$ cat config.mk
export PLATFORM = sky130hd
export DESIGN_NAME = coproc_arbiter_flat
export DESIGN_NICKNAME = d
export VERILOG_FILES = /design/src/rtl/coproc_arbiter_if.sv /design/src/rtl/coproc_arbiter.sv /design/src/flat_wrapper.sv
export SDC_FILE = /design/constraint.sdc
export NUM_CORES = 1
export LEC_CHECK = 0
export ABC_AREA = 1
export CAP_MARGIN = 20
export CORE_AREA = 4 4 629 631
export DETAILED_ROUTE_END_ITERATION = 16
export DIE_AREA = 0 0 633 635
export PLACE_DENSITY = 0.3
export SETUP_SLACK_MARGIN = 0.05
export SLEW_MARGIN = 5
export SYNTH_ARGS = -nofsm -noshare
export SYNTH_HDL_FRONTEND = slang
export SYNTH_SLANG_ARGS = --single-unit
export TNS_END_PERCENT = 50
$ cat constraint.sdc
create_clock -name clk -period 4.5 [get_ports clk]
set_input_delay 0.675 -clock clk [delete_from_list [all_inputs] [get_ports clk]]
set_output_delay 0.675 -clock clk [all_outputs]
set_load 0.02 [all_outputs]
$ cat src/rtl/coproc_arbiter_if.sv
// Requester and coprocessor signal bundle for coproc_arbiter.
// The master modport is the environment side; the slave modport is the arbiter.
interface coproc_arbiter_if #(
    parameter int unsigned MAT_W = 200
);
    logic [1:0]       req;
    logic [2:0]       op0;
    logic [2:0]       op1;
    logic [1:0]       tam0;
    logic [1:0]       tam1;
    logic [MAT_W-1:0] a0;
    logic [MAT_W-1:0] b0;
    logic [MAT_W-1:0] a1;
    logic [MAT_W-1:0] b1;
    logic [1:0]       gnt;
    logic [1:0]       rsp_valid;
    logic [1:0]       rsp_ack;
    logic [MAT_W-1:0] result;
    logic             ovf;
    logic             timeout_err;
    logic             busy;
    logic             cp_start;
    logic [2:0]       cp_op;
    logic [1:0]       cp_tam;
    logic [MAT_W-1:0] cp_m1;
    logic [MAT_W-1:0] cp_m2;
    logic [MAT_W-1:0] cp_result;
    logic             cp_overflow;
    logic             cp_done;

    modport master (
        output req, op0, op1, tam0, tam1, a0, b0, a1, b1, rsp_ack,
        output cp_result, cp_overflow, cp_done,
        input  gnt, rsp_valid, result, ovf, timeout_err, busy,
        input  cp_start, cp_op, cp_tam, cp_m1, cp_m2
    );

    modport slave (
        input  req, op0, op1, tam0, tam1, a0, b0, a1, b1, rsp_ack,
        input  cp_result, cp_overflow, cp_done,
        output gnt, rsp_valid, result, ovf, timeout_err, busy,
        output cp_start, cp_op, cp_tam, cp_m1, cp_m2
    );
endinterface

$ cat src/rtl/coproc_arbiter.sv
// Round-robin arbiter sharing one matrix coprocessor between two requesters,
// with a start/done sequencer, valid/ack response and a RUN-phase watchdog.
module coproc_arbiter #(
    parameter int unsigned MAT_W   = 200,
    parameter int unsigned TIMEOUT = 1023
) (
    input logic             clk,
    input logic             reset,
    coproc_arbiter_if.slave bus
);
    localparam int unsigned CntW = $clog2(TIMEOUT + 1);

    typedef enum logic [1:0] {StIdle, StDrain, StRun, StResp} state_e;

    state_e          state_q;
    logic            owner_q;
    logic            last_q;
    logic [CntW-1:0] cnt_q;
    logic            win;

    // A lone requester wins outright; on a tie the port that was not served last wins.
    always_comb begin
        win = bus.req[1];
        if (bus.req == 2'b11) begin
            win = ~last_q;
        end
    end

    always_ff @(posedge clk) begin
        if (reset) begin
            state_q         <= StIdle;
            owner_q         <= 1'b0;
            last_q          <= 1'b1;
            cnt_q           <= '0;
            bus.gnt         <= '0;
            bus.rsp_valid   <= '0;
            bus.result      <= '0;
            bus.ovf         <= 1'b0;
            bus.timeout_err <= 1'b0;
            bus.busy        <= 1'b0;
            bus.cp_start    <= 1'b0;
            bus.cp_op       <= '0;
            bus.cp_tam      <= '0;
            bus.cp_m1       <= '0;
            bus.cp_m2       <= '0;
        end else begin
            bus.gnt <= '0;
            unique case (state_q)
                StIdle: begin
                    if (bus.req != 2'b00) begin
                        state_q  <= StDrain;
                        owner_q  <= win;
                        bus.gnt  <= win ? 2'b10 : 2'b01;
                        bus.busy <= 1'b1;
                        if (win) begin
                            bus.cp_op  <= bus.op1;
                            bus.cp_tam <= bus.tam1;
                            bus.cp_m1  <= bus.a1;
                            bus.cp_m2  <= bus.b1;
                        end else begin
                            bus.cp_op  <= bus.op0;
                            bus.cp_tam <= bus.tam0;
                            bus.cp_m1  <= bus.a0;
                            bus.cp_m2  <= bus.b0;
                        end
                    end
                end
                StDrain: begin
                    // A done left over from the previous job must fall before we start.
                    if (!bus.cp_done) begin
                        state_q      <= StRun;
                        bus.cp_start <= 1'b1;
                        cnt_q        <= '0;
                    end
                end
                StRun: begin
                    if (bus.cp_done) begin
                        state_q         <= StResp;
                        bus.result      <= bus.cp_result;
                        bus.ovf         <= bus.cp_overflow;
                        bus.timeout_err <= 1'b0;
                        bus.rsp_valid   <= owner_q ? 2'b10 : 2'b01;
                    end else if (cnt_q == CntW'(TIMEOUT)) begin
                        state_q         <= StResp;
                        bus.result      <= '0;
                        bus.ovf         <= 1'b0;
                        bus.timeout_err <= 1'b1;
                        bus.rsp_valid   <= owner_q ? 2'b10 : 2'b01;
                    end else begin
                        cnt_q <= cnt_q + 1'b1;
                    end
                end
                StResp: begin
                    if (bus.rsp_ack[owner_q]) begin
                        state_q       <= StIdle;
                        bus.rsp_valid <= '0;
                        bus.cp_start  <= 1'b0;
                        bus.busy      <= 1'b0;
                        last_q        <= owner_q;
                    end
                end
                default: state_q <= StIdle;
            endcase
        end
    end
endmodule

$ cat src/flat_wrapper.sv
// flat-port wrapper written by rule: the top's interface ports become plain ports
module coproc_arbiter_flat 
#(
    parameter int unsigned MAT_W   = 200,
    parameter int unsigned TIMEOUT = 1023
)
  (clk, reset, bus_req, bus_op0, bus_op1, bus_tam0, bus_tam1, bus_a0, bus_b0, bus_a1, bus_b1, bus_rsp_ack, bus_cp_result, bus_cp_overflow, bus_cp_done, bus_gnt, bus_rsp_valid, bus_result, bus_ovf, bus_timeout_err, bus_busy, bus_cp_start, bus_cp_op, bus_cp_tam, bus_cp_m1, bus_cp_m2);
  coproc_arbiter_if #(.MAT_W(MAT_W)) bus_i ();
  input logic clk;
  input logic reset;
  input wire logic [$bits(bus_i.req)-1:0] bus_req;
  input wire logic [$bits(bus_i.op0)-1:0] bus_op0;
  input wire logic [$bits(bus_i.op1)-1:0] bus_op1;
  input wire logic [$bits(bus_i.tam0)-1:0] bus_tam0;
  input wire logic [$bits(bus_i.tam1)-1:0] bus_tam1;
  input wire logic [$bits(bus_i.a0)-1:0] bus_a0;
  input wire logic [$bits(bus_i.b0)-1:0] bus_b0;
  input wire logic [$bits(bus_i.a1)-1:0] bus_a1;
  input wire logic [$bits(bus_i.b1)-1:0] bus_b1;
  input wire logic [$bits(bus_i.rsp_ack)-1:0] bus_rsp_ack;
  input wire logic [$bits(bus_i.cp_result)-1:0] bus_cp_result;
  input wire logic [$bits(bus_i.cp_overflow)-1:0] bus_cp_overflow;
  input wire logic [$bits(bus_i.cp_done)-1:0] bus_cp_done;
  output wire logic [$bits(bus_i.gnt)-1:0] bus_gnt;
  output wire logic [$bits(bus_i.rsp_valid)-1:0] bus_rsp_valid;
  output wire logic [$bits(bus_i.result)-1:0] bus_result;
  output wire logic [$bits(bus_i.ovf)-1:0] bus_ovf;
  output wire logic [$bits(bus_i.timeout_err)-1:0] bus_timeout_err;
  output wire logic [$bits(bus_i.busy)-1:0] bus_busy;
  output wire logic [$bits(bus_i.cp_start)-1:0] bus_cp_start;
  output wire logic [$bits(bus_i.cp_op)-1:0] bus_cp_op;
  output wire logic [$bits(bus_i.cp_tam)-1:0] bus_cp_tam;
  output wire logic [$bits(bus_i.cp_m1)-1:0] bus_cp_m1;
  output wire logic [$bits(bus_i.cp_m2)-1:0] bus_cp_m2;
  assign bus_i.req = bus_req;
  assign bus_i.op0 = bus_op0;
  assign bus_i.op1 = bus_op1;
  assign bus_i.tam0 = bus_tam0;
  assign bus_i.tam1 = bus_tam1;
  assign bus_i.a0 = bus_a0;
  assign bus_i.b0 = bus_b0;
  assign bus_i.a1 = bus_a1;
  assign bus_i.b1 = bus_b1;
  assign bus_i.rsp_ack = bus_rsp_ack;
  assign bus_i.cp_result = bus_cp_result;
  assign bus_i.cp_overflow = bus_cp_overflow;
  assign bus_i.cp_done = bus_cp_done;
  assign bus_gnt = bus_i.gnt;
  assign bus_rsp_valid = bus_i.rsp_valid;
  assign bus_result = bus_i.result;
  assign bus_ovf = bus_i.ovf;
  assign bus_timeout_err = bus_i.timeout_err;
  assign bus_busy = bus_i.busy;
  assign bus_cp_start = bus_i.cp_start;
  assign bus_cp_op = bus_i.cp_op;
  assign bus_cp_tam = bus_i.cp_tam;
  assign bus_cp_m1 = bus_i.cp_m1;
  assign bus_cp_m2 = bus_i.cp_m2;
  coproc_arbiter #(.MAT_W(MAT_W), .TIMEOUT(TIMEOUT)) u_core (.clk(clk), .reset(reset), .bus(bus_i));
endmodule
==> results of run 1 <==
power by group through the flow:
| stage | Combinational [uW] | Sequential (uW) | Clock, uW |
|---|---|---|---|
| 3_5_place_dp | 11300 | 7920 | 0 |
| 2_1_floorplan | 2520 | 9090 | 0 |
| 4_1_cts | 11300 | 7850 | 8520 |
| 3_3_place_gp | 11300 | 7940 | 0 |
| 5_1_grt | 11600 | 7970 | 8600 |
| 6_report | 10900 | 7820 | 8060 |
sequential cells by signal, summed over array words and instances, names as in the netlist:
signal	flops
u_core.bus.cp_m1	200
u_core.bus.ovf	1
u_core.bus.cp_start	1
u_core.state_q	2
u_core.cnt_q	10
u_core.bus.rsp_valid	2
u_core.bus.cp_tam	2
u_core.bus.cp_op	3
u_core.owner_q	1
u_core.bus.timeout_err	1
u_core.bus.result	200
u_core.bus.cp_m2	200
u_core.bus.gnt	2
u_core.bus.busy	1
u_core.last_q	1
routing by layer:
layer,vias up,routed length (um)
met4,60,8350
met1,15093,119000
met2,1253,140000
met3,342,28200
li1,14010,-
met5,-,361
cell type report:
type / count / area (um2)
fill: 44947 / 339000
timing repair buffer: 1687 / 17000
sequential: 627 / 12600
multi-input combinational: 2345 / 10500
tap: 5197 / 6500
clock buffer: 147 / 2830
clock inverter: 28 / 400
inverter: 25 / 116
antenna: 29 / 72.6
worst register-to-register path: cells and delay by family (launching register included):
kind,cells,cell delay (ns)
compound gates,1,0.12
fa+ha+maj,1,0.30
buf+inv,3,1.05
flops,1,0.38
simple gates,2,0.89
placed cells by master (no fill, tap or decap), drive strengths merged, types with 2 or more instances in the layout:
master | synthesis | final
o21ai | 8 | 8
clkinv | 0 | 14
a31oi | 2 | 2
nor3 | 4 | 4
clkinvlp | 0 | 3
nor2 | 21 | 21
inv | 25 | 28
nand2 | 1054 | 1054
diode | 0 | 29
nand4 | 2 | 2
a21oi | 212 | 212
buf | 188 | 64
clkbuf | 84 | 147
bufinv | 0 | 8
ha | 6 | 6
clkdlybuf4s50 | 0 | 1623
nand3 | 1029 | 1029
dfxtp | 627 | 627
per-stage QoR:
step	cell area (um2)	setup slack (ns)
final	50000	1.28
after global routing	50000	1.24
after CTS	49800	1.17
after detailed placement	46600	1.37
after global placement	46600	1.34
after floorplan	24500	2.89
how the worst max path moves through the flow:
stage,startpoint,to,slack [ns],cells after the start
3_3_place_gp,bus_req[0],u_core.bus.cp_m2[2],1.34,8
3_5_place_dp,bus_req[1],u_core.bus.cp_m1[161],1.37,6
2_1_floorplan,u_core.state_q[0],u_core.cnt_q[0],2.89,9
6_report,u_core.bus.result[162],bus_result[162],1.28,1
4_1_cts,u_core.bus.cp_m1[165],bus_cp_m1[165],1.17,1
5_1_grt,u_core.bus.result[166],bus_result[166],1.24,1
cells by family (layout without fill, tap and decap cells):
group                      after synthesis  after routing
other                                    0             29
adders and majority gates                6              6
buffers and inverters                  297           1887
and+or+nand+nor                       2111           2111
DFF                                    627            627
xor gates and xnor gates                 1              1
AOI/OAI and AO/OA                      227            227
==> impl_metrics.csv, run 1 <==
group,metric,value,unit
timing,fin_worst_skew,0.0856,ns
worst_hold_path,min-delay-start,"reset",
pwr,leakage,0.0172,uW
setup_path,crit_fanout,2,
yosys,yosys-top-cells-count,"nand2_1, nand3_1, dfxtp_1",
yosys,synthMuxAreaShare,0,%
clock_network,cts-resized-gates,0,
setup_path,cp_slowest_cell,"clkdlybuf4s50_1",
route,vias,30758,
clock_network,post-cts-setup-buffer-count,0,
setup_path,rrSetupSlack,1.65,ns
layout,areaGrowthSynthToFinish,104,%
global_route,grt_pass1_wl,369000,um
route,drc,0,
timing,finalHoldViolations,0,
outcome,outcome,"finished clean",
yosys,synth_compound_gate_area_share,4.72,%
pwr,switching_power,11400,uW
global_route,use_met3,6.28,%
pwr,p_int,15400,uW
layout,fin_cells,10085,
global_route,use_met1,16.2,%
yosys,synth-main-ff-cell,"dfxtp_1",
route,initialDrtViolationCount,2172,
pwr,clockPowerShare,30.1,%
flow_run,cap_violations,0,
global_route,grt_usage,14.1,%
worst_hold_path,hold_path.class,"in -> reg",
clock_network,h-tree-depth,3,
yosys,syn_area,0.0245,mm2
clock_network,clk_pin_slew,0.06,ns
clock_network,clock_latency,0.82,ns
timing,fin_tns_setup,0,ns
yosys,ys_warn_count,0,
setup_path,cp_num_buf_inv,1,
clock_network,cts_tree,"done",
timing,timing.final.crit_share,71.6,%
global_route,grt-busiest-layer,"met2",
yosys,yosysSeqAreaShare,51.2,%
die,start_util,6.29,%
pwr,seqPwrFrac,29.2,%
timing,drv_slew,0,
yosys,synth_edf_count,0,
die,pin_count,1631,
setup_path,cp-start-kind,"flop",
place,port-buffer-count,1630,
clock_network,cts_root_buffer,"clkbuf_16",
setup_path,cpPeakStageDelay,1.38,ns
yosys,ys_top_cells_by_area,"dfxtp_1, nand3_1, nand2_1, a21oi_1, buf_2",
yosys,syn_inst,3269,
timing,setup_viol,0,
setup_path,cp_top_family,"buffers and inverters",
route,viasPerCell,3.05,
die,die_y,635,um
yosys,synth_fa_ha_area_share,0.306,%
worst_hold_path,hold_depth,2,
die,rows,229,
layout,drive_gt1_share,4.53,%
timing,fmax,310,MHz
route,drtPass1Iterations,5,
global_route,grt_pass1_vias,31112,
die,chipWidth,633,um
clock_network,cts_inserted_buffers,98,
clock_network,clockBufferDepth,4,
yosys,ys_ff_latch,627,
yosys,synth_most_common_cell,"nand2_1",
setup_path,r2r-start,"u_core.state_q[0]",
pwr,p_sw_share,42.5,%
place,routabilityCongestion,0.888,
clock_network,numClockSinks,627,
worst_hold_path,min_to,"u_core.bus.result[47]",
yosys,async_flop_share,0,%
global_route,met2_usage,23.5,%
yosys,ys_types,29,
yosys,synth_xor_area_share,0.0358,%
layout,nNetsFinal,5808,
die,die_area,0.402,mm2
pwr,p_total,26800,uW
timing,rsz0062_at_grt,"false",
timing,period_minus_slack,3.22,ns
yosys,yosysTopAreaCell,"dfxtp_1",
layout,fin_util,12.9,%
yosys,postSynthAreaPerCell,7.49,um2
route,wire_per_inst,29.3,um
route,antenna_left,0,
setup_path,crit_arrival,2.55,ns
pwr,vdd_drop_max,375,uV
timing,max-slew-margin-rel,8.30,%
setup_path,worstRegToRegCells,7,
route,drt_wl_total,296000,um
place,dp_cells,9876,
timing,tightest_slew,1.37,ns
yosys,yosysTopAreaCellShare,51.2,%
pwr,powerDensity,535,mW/mm2
clock_network,cts_hold_buffers,0,
yosys,syn_nets,4293,
setup_path,end_kind,"output pin",
setup_path,required,3.83,ns
die,core-area,0.389,mm2
global_route,grt_max_degree,170,
yosys,synth_simple_gate_area_share,37.7,%
setup_path,worstSetupPathType,"reg -> out",
timing,finalHoldWorstSlack,0.321,ns
pwr,power_frac_comb,40.6,%
yosys,synth_top_family_by_area,"simple AND/OR/NAND/NOR gates",
place,place_hpwl,250000,um
global_route,antenna_found_initial,109,
setup_path,crit_chain,"clkdlybuf4s50_1",
global_route,overflow,0,
setup_path,rr_endpoint,"u_core.bus.cp_m2[60]",
Note: power is estimated with default switching activity, not from simulation.
==> run 2, diff against run 1 <==
==> constraint.sdc (replaced) <==
create_clock -name clk -period 3.15 [get_ports clk]
set_input_delay 0.4725 -clock clk [delete_from_list [all_inputs] [get_ports clk]]
set_output_delay 0.4725 -clock clk [all_outputs]
set_load 0.02 [all_outputs]
==> run 2 against run 1 <==
Combinational power grew 44%. Clock skew shrank 0.0028 ns. Setup slack lost 0.96 ns. Cell count grew 0.16%. Via count grew 0.40%. Largest power group unchanged. Highest routed layer unchanged.
==> impl_metrics.csv, run 2 (synthesis gave the netlist of run 1 again) <==
group,metric,value,unit
timing,fin_tns_setup,0,ns
worst_hold_path,hold_path.class,"in -> reg",
outcome,outcome,"finished clean",
setup_path,worstSetupPathType,"reg -> out",
timing,finalHoldViolations,0,
timing,tightest_slew,1.17,ns
place,place_hpwl,256000,um
flow_run,cap_violations,0,
setup_path,cp-start-kind,"flop",
clock_network,clockBufferDepth,4,
layout,final_common_cell,"clkdlybuf4s50_1",
die,rows,229,
setup_path,required,2.68,ns
route,antenna_left,0,
clock_network,cts_tree,"done",
die,pin_count,1631,
timing,fmax,353,MHz
route,wire_per_inst,29.6,um
place,port-buffer-count,1630,
route,initialDrtViolationCount,2188,
setup_path,crit_fanout,2,
layout,nNetsFinal,5841,
setup_path,cp_slowest_cell,"clkdlybuf4s50_1",
clock_network,cts-resized-gates,0,
setup_path,worstRegToRegCells,10,
global_route,grt_max_degree,134,
layout,nFillCells,44917,
pwr,vdd_drop_max,527,uV
clock_network,numClockSinks,627,
timing,fin_worst_skew,0.0828,ns
timing,finalHoldWorstSlack,0.200,ns
die,die_y,635,um
worst_hold_path,hold_depth,3,
pwr,powerDensity,760,mW/mm2
clock_network,clock_latency,0.83,ns
timing,setup_viol,0,
timing,timing.final.crit_share,90.0,%
clock_network,clk_pin_slew,0.06,ns
setup_path,end_kind,"output pin",
die,chipWidth,633,um
route,drtPass1Iterations,5,
global_route,overflow,0,
global_route,grt_pass1_wl,371000,um
route,viasPerCell,3.06,
layout,areaGrowthSynthToFinish,105,%
layout,drive_gt1_share,6.18,%
setup_path,cp_top_family,"buffers and inverters",
layout,top_regs,"u_core.bus.cp_m1: 200 flops, u_core.bus.cp_m2: 200 flops, u_core.bus.result: 200 flops",
setup_path,crit_chain,"clkdlybuf4s50_1",
die,start_util,6.29,%
die,core-area,0.389,mm2
route,drt_wl_total,299000,um
setup_path,crit_arrival,2.36,ns
setup_path,path_depth,1,
setup_path,cp_num_buf_inv,1,
global_route,grt_usage,14.2,%
global_route,grt_pass1_vias,30814,
setup_path,cpPeakStageDelay,1.22,ns
route,vias,30880,
timing,period_minus_slack,2.84,ns
place,routabilityCongestion,0.875,
clock_network,h-tree-depth,3,
timing,post-route-worst-setup-slack,0.314,ns
layout,final_cell_mix,"clkdlybuf4s50_1, nand2_1, nand3_1, dfxtp_1, a21oi_1",
die,die_area,0.402,mm2
timing,max-slew-margin-rel,22.2,%
place,post-place-ws,0.443,ns
timing,rsz0062_at_grt,"false",
route,drc,0,
clock_network,cts_root_buffer,"clkbuf_16",
layout,fin_cells,10101,
place,dp_cells,9913,
clock_network,cts_inserted_buffers,98,
global_route,antenna_found_initial,119,
timing,drv_slew,0,
pwr,leakage,0.0175,uW
run 2: cell types whose count changed in the layout (fill, tap and decap cells not counted), sizes merged:
cell	previous run	this run
dlygate4sd3	0	1
clkdlybuf4s50	1623	1578
clkbuf	147	141
bufinv	8	5
diode	29	20
clkinv	14	16
clkinvlp	3	2
buf	64	141
run 2: path summary, 6_finish.rpt:
check                                 to  slack [ns]              startpoint
setup / recovery          bus_result[68]        0.31   u_core.bus.result[68]
setup reg to reg   u_core.bus.cp_m1[162]        0.63       u_core.state_q[1]
hold / removal    u_core.bus.result[146]        0.20      bus_cp_result[146]
hold reg to reg   u_core.bus.timeout_err        0.47  u_core.bus.timeout_err
run 2: repair_timing:
action | CTS | global route
hold buffers | 1 | 0
hold endpoints to repair | 20 | 0
setup buffers | 0 | 0
run 2: layer usage:
metal,up-vias,wire [um],GRT usage (%)
met2,1239,142000,24.0
li1,14073,-,-
met3,352,32000,6.45
met5,-,499,0
met1,15142,117000,16.3
met4,74,6940,3.04
run 2: layout make-up:
| type | count | area (um2) | area share, % |
|---|---|---|---|
| clock buffers | 141 | 2880 | 5.72 |
| flip-flops and latches | 627 | 12600 | 25.0 |
| clock inverters | 26 | 300 | 0.598 |
| repair buffers | 1720 | 17300 | 34.5 |
| multi-input cells | 2345 | 10500 | 20.9 |
| diodes | 20 | 50.0 | 0.0996 |
| inverters | 25 | 116 | 0.232 |
| well taps | 5197 | 6500 | 12.9 |
run 2: per-stage QoR:
| stage | instance area [um2] | utilization [%] | total power, uW |
|---|---|---|---|
| 2_1_floorplan | 24500 | - | 16600 |
| 3_3_place_gp | 47000 | 12.1 | 27700 |
| 3_5_place_dp | 47000 | 12.1 | 27600 |
| 4_1_cts | 50200 | 12.9 | 39500 |
| 5_1_grt | 50200 | 12.9 | 40200 |
| 6_report | 50200 | 12.9 | 38200 |
run 2: power by group:
part           internal [uW]  total (uW)  switching (uW)
Combinational           5500       15700           10200
Sequential              9780       11200            1400
Clock                   6700       11300            4650
